--- src/rtl/tdm_demux_1_to_4.sv ---
// tdm_demux_1_to_4
// Receive end of a 4-channel time-division link. A single serial lane plus a
// frame-sync marker is tracked slot by slot; each slot's word is steered into
// one of four registered channel outputs with per-channel valid strobes,
// a frame-complete pulse, a sync-error pulse and lock tracking.
//
// Build option: define TDM_PARITY_EN to add a fifth slot per frame that
// carries even parity (bitwise XOR of the four channel words). Without it the
// frame is four slots long and parity_err never asserts.
module tdm_demux_1_to_4 #(
  parameter int DATA_W     = 1,
  parameter int MISS_LIMIT = 2
) (
  input  logic              clk,
  input  logic              rst,
  input  logic              en,
  input  logic [DATA_W-1:0] din,
  input  logic              frame_sync,
  output logic [DATA_W-1:0] Y0,
  output logic [DATA_W-1:0] Y1,
  output logic [DATA_W-1:0] Y2,
  output logic [DATA_W-1:0] Y3,
  output logic [3:0]        ch_valid,
  output logic              frame_done,
  output logic              sync_err,
  output logic              parity_err,
  output logic              locked
);

`ifdef TDM_PARITY_EN
  localparam int SLOT_W    = 3;
  localparam int LAST_SLOT = 4;
`else
  localparam int SLOT_W    = 2;
  localparam int LAST_SLOT = 3;
`endif

  localparam logic [SLOT_W-1:0] SLOT_0    = SLOT_W'(0);
  localparam logic [SLOT_W-1:0] SLOT_1    = SLOT_W'(1);
  localparam logic [SLOT_W-1:0] SLOT_2    = SLOT_W'(2);
  localparam logic [SLOT_W-1:0] SLOT_3    = SLOT_W'(3);
  localparam logic [SLOT_W-1:0] SLOT_LAST = SLOT_W'(LAST_SLOT);
  localparam logic [4:0]        MISS_LIM  = 5'(MISS_LIMIT);

  typedef enum logic {
    HUNT   = 1'b0,
    LOCKED = 1'b1
  } state_t;

  state_t            state;
  state_t            state_nxt;
  logic [SLOT_W-1:0] slot;
  logic [SLOT_W-1:0] slot_nxt;
  logic [3:0]        miss_cnt;
  logic [3:0]        miss_nxt;

  logic [DATA_W-1:0] y0_nxt;
  logic [DATA_W-1:0] y1_nxt;
  logic [DATA_W-1:0] y2_nxt;
  logic [DATA_W-1:0] y3_nxt;
  logic [3:0]        valid_nxt;
  logic              done_nxt;
  logic              serr_nxt;
  logic              perr_nxt;

  // Slot after s, wrapping from the last slot of the frame back to slot 0.
  function automatic logic [SLOT_W-1:0] next_slot(input logic [SLOT_W-1:0] s);
    if (s >= SLOT_LAST) begin
      next_slot = SLOT_0;
    end else begin
      next_slot = s + SLOT_W'(1);
    end
  endfunction

  // True when one more missed frame_sync at slot 0 exhausts the miss budget.
  function automatic logic miss_limit_hit(input logic [3:0] m);
    miss_limit_hit = ({1'b0, m} + 5'd1) >= MISS_LIM;
  endfunction

`ifdef TDM_PARITY_EN
  // Even parity over the four channel words captured this frame.
  function automatic logic [DATA_W-1:0] parity_of(
    input logic [DATA_W-1:0] a,
    input logic [DATA_W-1:0] b,
    input logic [DATA_W-1:0] c,
    input logic [DATA_W-1:0] d
  );
    parity_of = a ^ b ^ c ^ d;
  endfunction
`endif

  // Slot tracking and lock FSM: decide the next state, slot, miss count and
  // the values the registered outputs take after this edge.
  always_comb begin
    state_nxt = state;
    slot_nxt  = slot;
    miss_nxt  = miss_cnt;
    y0_nxt    = Y0;
    y1_nxt    = Y1;
    y2_nxt    = Y2;
    y3_nxt    = Y3;
    valid_nxt = 4'b0000;
    done_nxt  = 1'b0;
    serr_nxt  = 1'b0;
    perr_nxt  = 1'b0;

    if (en) begin
      case (state)
        HUNT: begin
          // Only a frame_sync can start a frame; lane data is ignored.
          if (frame_sync) begin
            y0_nxt    = din;
            valid_nxt = 4'b0001;
            slot_nxt  = SLOT_1;
            miss_nxt  = 4'd0;
            state_nxt = LOCKED;
          end
        end

        LOCKED: begin
          if (frame_sync && (slot != SLOT_0)) begin
            // Marker in the wrong place: drop the partial frame and treat
            // this slot as slot 0 of a new frame.
            serr_nxt  = 1'b1;
            y0_nxt    = din;
            valid_nxt = 4'b0001;
            slot_nxt  = SLOT_1;
            miss_nxt  = 4'd0;
          end else if ((slot == SLOT_0) && !frame_sync && miss_limit_hit(miss_cnt)) begin
            // Too many frames without a marker: give up and hunt again.
            state_nxt = HUNT;
            slot_nxt  = SLOT_0;
            miss_nxt  = 4'd0;
          end else begin
            if (slot == SLOT_0) begin
              miss_nxt = frame_sync ? 4'd0 : (miss_cnt + 4'd1);
            end
            if (slot == SLOT_0) begin
              y0_nxt    = din;
              valid_nxt = 4'b0001;
            end
            if (slot == SLOT_1) begin
              y1_nxt    = din;
              valid_nxt = 4'b0010;
            end
            if (slot == SLOT_2) begin
              y2_nxt    = din;
              valid_nxt = 4'b0100;
            end
            if (slot == SLOT_3) begin
              y3_nxt    = din;
              valid_nxt = 4'b1000;
            end
            if (slot == SLOT_LAST) begin
              done_nxt = 1'b1;
`ifdef TDM_PARITY_EN
              // The parity slot writes no channel; it only checks the frame.
              perr_nxt = (din != parity_of(Y0, Y1, Y2, Y3));
`endif
            end
            slot_nxt = next_slot(slot);
          end
        end

        default: begin
          state_nxt = HUNT;
          slot_nxt  = SLOT_0;
          miss_nxt  = 4'd0;
        end
      endcase
    end
  end

  // State register: lock state, slot position and missed-sync count.
  always_ff @(posedge clk) begin
    if (rst) begin
      state    <= HUNT;
      slot     <= SLOT_0;
      miss_cnt <= 4'd0;
    end else begin
      state    <= state_nxt;
      slot     <= slot_nxt;
      miss_cnt <= miss_nxt;
    end
  end

  // Output registers: channel words, one-cycle strobes and the lock flag.
  always_ff @(posedge clk) begin
    if (rst) begin
      Y0         <= '0;
      Y1         <= '0;
      Y2         <= '0;
      Y3         <= '0;
      ch_valid   <= 4'b0000;
      frame_done <= 1'b0;
      sync_err   <= 1'b0;
      parity_err <= 1'b0;
      locked     <= 1'b0;
    end else begin
      Y0         <= y0_nxt;
      Y1         <= y1_nxt;
      Y2         <= y2_nxt;
      Y3         <= y3_nxt;
      ch_valid   <= valid_nxt;
      frame_done <= done_nxt;
      sync_err   <= serr_nxt;
      parity_err <= perr_nxt;
      locked     <= (state_nxt == LOCKED);
    end
  end

endmodule

--- config.mk ---
export PLATFORM = sky130hd
export DESIGN_NAME = tdm_demux_1_to_4
export DESIGN_NICKNAME = d
export VERILOG_FILES = /design/src/rtl/tdm_demux_1_to_4.sv
export SDC_FILE = /design/constraint.sdc
export NUM_CORES = 1
export LEC_CHECK = 0
export CAP_MARGIN = 20
export CORE_UTILIZATION = 49
export DETAILED_ROUTE_END_ITERATION = 8
export PLACE_DENSITY = 0.77
export SLEW_MARGIN = 25
export SYNTH_ARGS = -nofsm -noshare
export SYNTH_HDL_FRONTEND = slang
export SYNTH_SLANG_ARGS = --single-unit
--- constraint.sdc ---
create_clock -name clk -period 2.1 [get_ports clk]
set_input_delay 0.525 -clock clk [delete_from_list [all_inputs] [get_ports clk]]
set_output_delay 0.525 -clock clk [all_outputs]
set_load 0.1 [all_outputs]
## Word level (Yosys, flattened, before mapping)

Cells that the tools add are included.

| word-level totals | value |
|---|---|
| register bits after elaboration | 17 |
| output and inout bits | 12 |
| logic and storage cells | 71 |

| cells by class | value |
|---|---|
| $add $sub $neg | 3 |
| eq/ne operators | 7 |
| reductions and logical operators | 15 |
| order comparisons | 2 |
| bitwise logic cells | 4 |
| multiplexer cells | 30 |

Operator list:

| cell | count |
|---|---|
| $mux W4 | 10 |
| $pmux W4 S2 | 2 |
| $reduce_and A5 Y1 | 3 |
| $mux W1 | 11 |
| $mux W2 | 4 |
| $add A4 B1 Y5 const B | 1 |
| $ge A5 B2 Y1 const B | 1 |
| $reduce_or A5 Y1 | 1 |
| $add A4 B1 Y4 const B | 1 |
| $eq A2 B2 Y1 const B | 2 |
| $ne A4 B1 Y1 const B | 1 |
| $not A1 Y1 | 4 |
| $pmux W1 S2 | 2 |
| $pmux W2 S2 | 1 |
| $reduce_and A4 Y1 | 1 |
| $logic_and A1 B1 Y1 | 3 |
| $ne A3 B1 Y1 const B | 1 |
| $ne A3 B3 Y1 const B | 1 |
| $reduce_and A3 Y1 | 1 |
| $reduce_or A3 Y1 | 1 |
| $add A2 B1 Y2 const B | 1 |
| $eq A2 B1 Y1 const B | 1 |
| $ge A2 B2 Y1 const B | 1 |
| $logic_not A2 Y1 | 1 |
| 5 further kinds | 5 |

## Logic depth before layout (Yosys ltp)

| logic depth | value |
|---|---|
| word-level depth | 8 |
| depth in mapped cells | 6 |
| gate-level depth less buffers | 6 |

## Least setup slack after synthesis

Ideal clock, no wire load.

| timing | value |
|---|---|
| kind | register to register |
| from | reg, netlist name locked |
| to | reg ch_valid[2] |
| path buffers | 0 |
| required time | 2.013 ns |
| cell stages (with the launch flop) | 5 |
| setup time | 0.087 ns |
| clock period less this slack | 1.965 ns |
| arrival time | 1.878 ns |
| path slack | 0.135 ns |
| cells stage by stage | dfxtp_1 -> nand2_1 -> a211oi_2 -> nand3_2 -> nor4b_2 |

RTL lines:

| element | RTL line | source |
|---|---|---|
| end signal, assigned | 204 | `ch_valid <= valid_nxt;` |
| end, declared | 23 | `output logic [3:0] ch_valid,` |

## Worst setup path in the final report

| timing | value |
|---|---|
| from | reg slot[0] |
| to | reg Y2 |

| on the way | value |
|---|---|
| longest elaborated chain between the ends | 5 |
| elaborated cells on any way between the ends | 9 |
| those cells by class | eq/ne: 1; bitwise: 2; reduce/logical: 6 |

RTL lines:

| element | RTL line | source |
|---|---|---|
| start, declared | 52 | `logic [SLOT_W-1:0] slot;` |
| start signal, assigned | 182 | `slot <= slot_nxt;` |
| $logic_not A2 Y1 | 129 | `end else if ((slot == SLOT_0) && !frame_sync && miss_limit_hit(miss_cnt)) begin` |
| $logic_and A1 B1 Y1 (2 in a row) | 129 |  |
| $not A1 Y1 (no source line) | -- |  |
| $reduce_and A5 Y1 (no source line) (*) | -- |  |
| end signal, assigned | 202 | `Y2 <= y2_nxt;` |
| end, declared | 21 | `output logic [DATA_W-1:0] Y2,` |

Mark *: on every way between the ends. The rest lies on a longest branch, timed or not.
A chain may end at the register's enable or synchronous reset.

==> reports/results.tsv <==
stage	metric	value	unit
placed_design	RePlAce Congestion	0.7823	
global_route	first-pass GRT wire length	2.753	mm
die	Rows	14	
drt	Pre-antenna DRT Iters	4	
cts	# resized after CTS	0	
critical_path	CP max stage delay	0.35	ns
logic_synthesis	Syn Std Cell Area	828.3	µm²
final_layout	Fillers	133	
critical_path	Worst Path Buf+Inv	1	
cts	CTS tree	done	
global_route	total gr overflow	0	
cts	Setup Buffers After CTS	0	
critical_path	CP Launch Type	flop	
final_layout	Layout Cells excl Fill	120	
power	power per cell area	626.6	nW/µm²
drt	total vias in the final route	691	
cts	Clock transition at path regs	0.10	ns
cts	CTS max path bufs	2	
power	leakage power	0.0004425	µW
placed_design	Placed Cells	116	
global_route	initial antenna violation count	0	
logic_synthesis	Distinct cells, synth	31	
drt	DRT antenna net count	0	
die	die area	1859	µm²
die	Core Region	1541	µm²
critical_path	Setup CP Type	flop to flop	
die	Die Width	43.12	µm
global_route	number of global-route vias before repair	634	
critical_path	crit path from	slot[0]	
final_layout	layout cells sized above 1	24.04	%
worst_hold_path	worst min path class	flop to flop	
global_route	total track usage	19.88	%
critical_path	crit-path max FO	8	
timing	TNS Setup	0	ns
flow_run	Max-Cap Viols	0	
final_layout	most common cell after layout, fill and taps aside	dfxtp_1	
cts	hold-fix buffers at CTS	0	
logic_synthesis	synthesized flop and latch total	16	
logic_synthesis	cell taking the most area after synthesis	dfxtp_1	
timing	Hold Vio Cnt, Final	0	
logic_synthesis	Syn Area/Cell	9.861	µm²
critical_path	CP arrival	2.07	ns
logic_synthesis	synthesized netlist cell count	84	
cts	clk_lat worst skew	0.30	ns
timing	Max Slew Vio Count	0	
die	io pins	17	
final_layout	area growth from synthesis to layout	24.47	%
logic_synthesis	Syn Nets	96	
drt	First DRT Iteration DRCs	34	
drt	DR DRC count	0	
logic_synthesis	Syn. warnings	0	
final_layout	commonest cells after routing, fill and taps aside	16 x dfxtp_1, 14 x buf_4, 8 x nand2b_1, 7 x ha_1, 6 x nand4_1	
timing	Final Cycle Share	87.48	%
run_status	status	finished clean	
cts	Root Buffer	clkbuf_4	
final_layout	final net count	117	
drt	Vias/cell	5.758	
final_layout	storage element area	320.3	µm²
timing	maximum clock frequency	544.3	MHz
placed_design	DP Wirelength	1.231	mm
drt	Post-Route WL	1.631	mm
die	die height	43.12	µm
cts	CTS Buf Count	3	
power	Peak VDD IR	425.9	µV
timing	fin crit period	1.837	ns
placed_design	IO buf count	15	
worst_hold_path	Min-Delay Startpoint	Y0	
logic_synthesis	sequential area share after synthesis	38.67	%
die	Initial Util	53.73	%
critical_path	crit-path cells	inv_1, ha_1, nor2b_1, o211ai_2, nand4_1, mux2i_1	
timing	RSZ-0062 raised after global routing	false	
final_layout	n_diodes	0	
critical_path	Crit. End Element	flop	
logic_synthesis	synth top area cells	dfxtp_1 39%, ha_1 11%, nand2b_1 6.0%	
final_layout	area of the multi-input gates	474.2	µm²
cts	Sink Count	16	
critical_path	R2R Path Start	slot[0]	
global_route	pin count of the biggest net entering global routing	12	
critical_path	cell family with the largest share of critical-path delay	simple AND/OR/NAND/NOR gates	
cts	H-tree Lvls	1	
logic_synthesis	Synth top area share	38.67	%
critical_path	Worst EP required	2.33	ns
timing	worst-case clock skew	0.001805	ns
timing	Setup violations, final	0	
drt	DR WL/cell	13.59	µm
critical_path	CP max-delay cell	dfxtp_1	
Yosys cell counts, drive strengths merged:
| master | n |
|---|---|
| a22oi | 1 |
| nor2 | 5 |
| o21ai | 1 |
| nor4b | 1 |
| o32ai | 1 |
| clkbuf | 1 |
| nand4 | 6 |
| nor3b | 2 |
| nor2b | 3 |
| buf | 2 |
| inv | 4 |
| nand2 | 2 |
| a221oi | 1 |
| and3b | 1 |
| mux2i | 5 |
| nor4 | 1 |
| dfxtp | 16 |
| nand2b | 8 |
| a21oi | 2 |
| ha | 7 |
| nand3 | 4 |
| o211ai | 1 |
| a211oi | 2 |
| conb | 1 |
| nor3 | 2 |
| nand3b | 1 |
| a311oi | 1 |
| and2 | 2 |
worst min-delay path, stage by stage, from the launching register on:
cell and delay, ns:
dfxtp_1 0.32, nand2b_1 0.06, mux2i_1 0.06
layer usage:
layer,share of wire [%],global-route usage [%],vias to the layer above
met5,0,0,-
met4,1.9,10.91,0
met1,44,23.82,317
li1,-,-,338
met3,7.7,5.532,3
met2,46,31.64,33
flip-flops by register name (all words and copies together), names as in the netlist:
name      flops
locked        1
Y3            1
Y1            1
Y2            1
miss_cnt      4
ch_valid      4
sync_err      1
slot          2
Y0            1
where the power goes:
group,switching (µW),internal [µW],leakage [µW]
Combinational,77.1,40.9,0.000292
Clock,105,106,0.0000210
Sequential,7.15,310,0.000130
logic make-up (layout without fill, tap and decap cells):
family	after synthesis	in the layout	synth area share [%]
compound gates	10	10	10.57
fa+ha+maj	7	7	10.57
buf+inv	7	27	4.077
flops	16	16	38.67
mux	5	5	7.553
other cells	1	1	0.4527
simple gates	38	38	28.10
per-stage QoR:
step | util [%] | hold WS [ns] | power (µW) | worst slack, ns | area, µm²
5_1_grt | 66.88 | 0.5231 | 669.5 | 0.1148 | 1031
6_report | 66.88 | 0.4880 | 646.0 | 0.2628 | 1031
4_1_cts | 66.88 | 0.4950 | 652.9 | 0.2698 | 1031
3_5_place_dp | 64.53 | 0.4697 | 441.3 | 0.01759 | 994.7
2_1_floorplan | - | 0.4591 | 404.2 | 0.1350 | 828.3
3_3_place_gp | 64.53 | 0.4659 | 438.5 | 0.08174 | 994.7
final cells by class:
class                   count  share of cell area (%)
clock buffers               4                   3.519
inverters                   4                   1.456
multi-input cells          61                   46.00
flip-flops and latches     16                   31.07
well taps                  16                   1.942
repair buffers             19                   16.02
worst paths after layout:
| kind | end | slack [ns] | cells past startpoint |
|---|---|---|---|
| setup reg to reg | Y2 | 0.26 | 6 |
| hold reg to reg | Y0 | 0.49 | 2 |
| hold / removal | Y0 | 0.49 | 2 |
| setup / recovery | Y2 | 0.26 | 6 |
No activity file was read; power rests on OpenSTA's default activity.
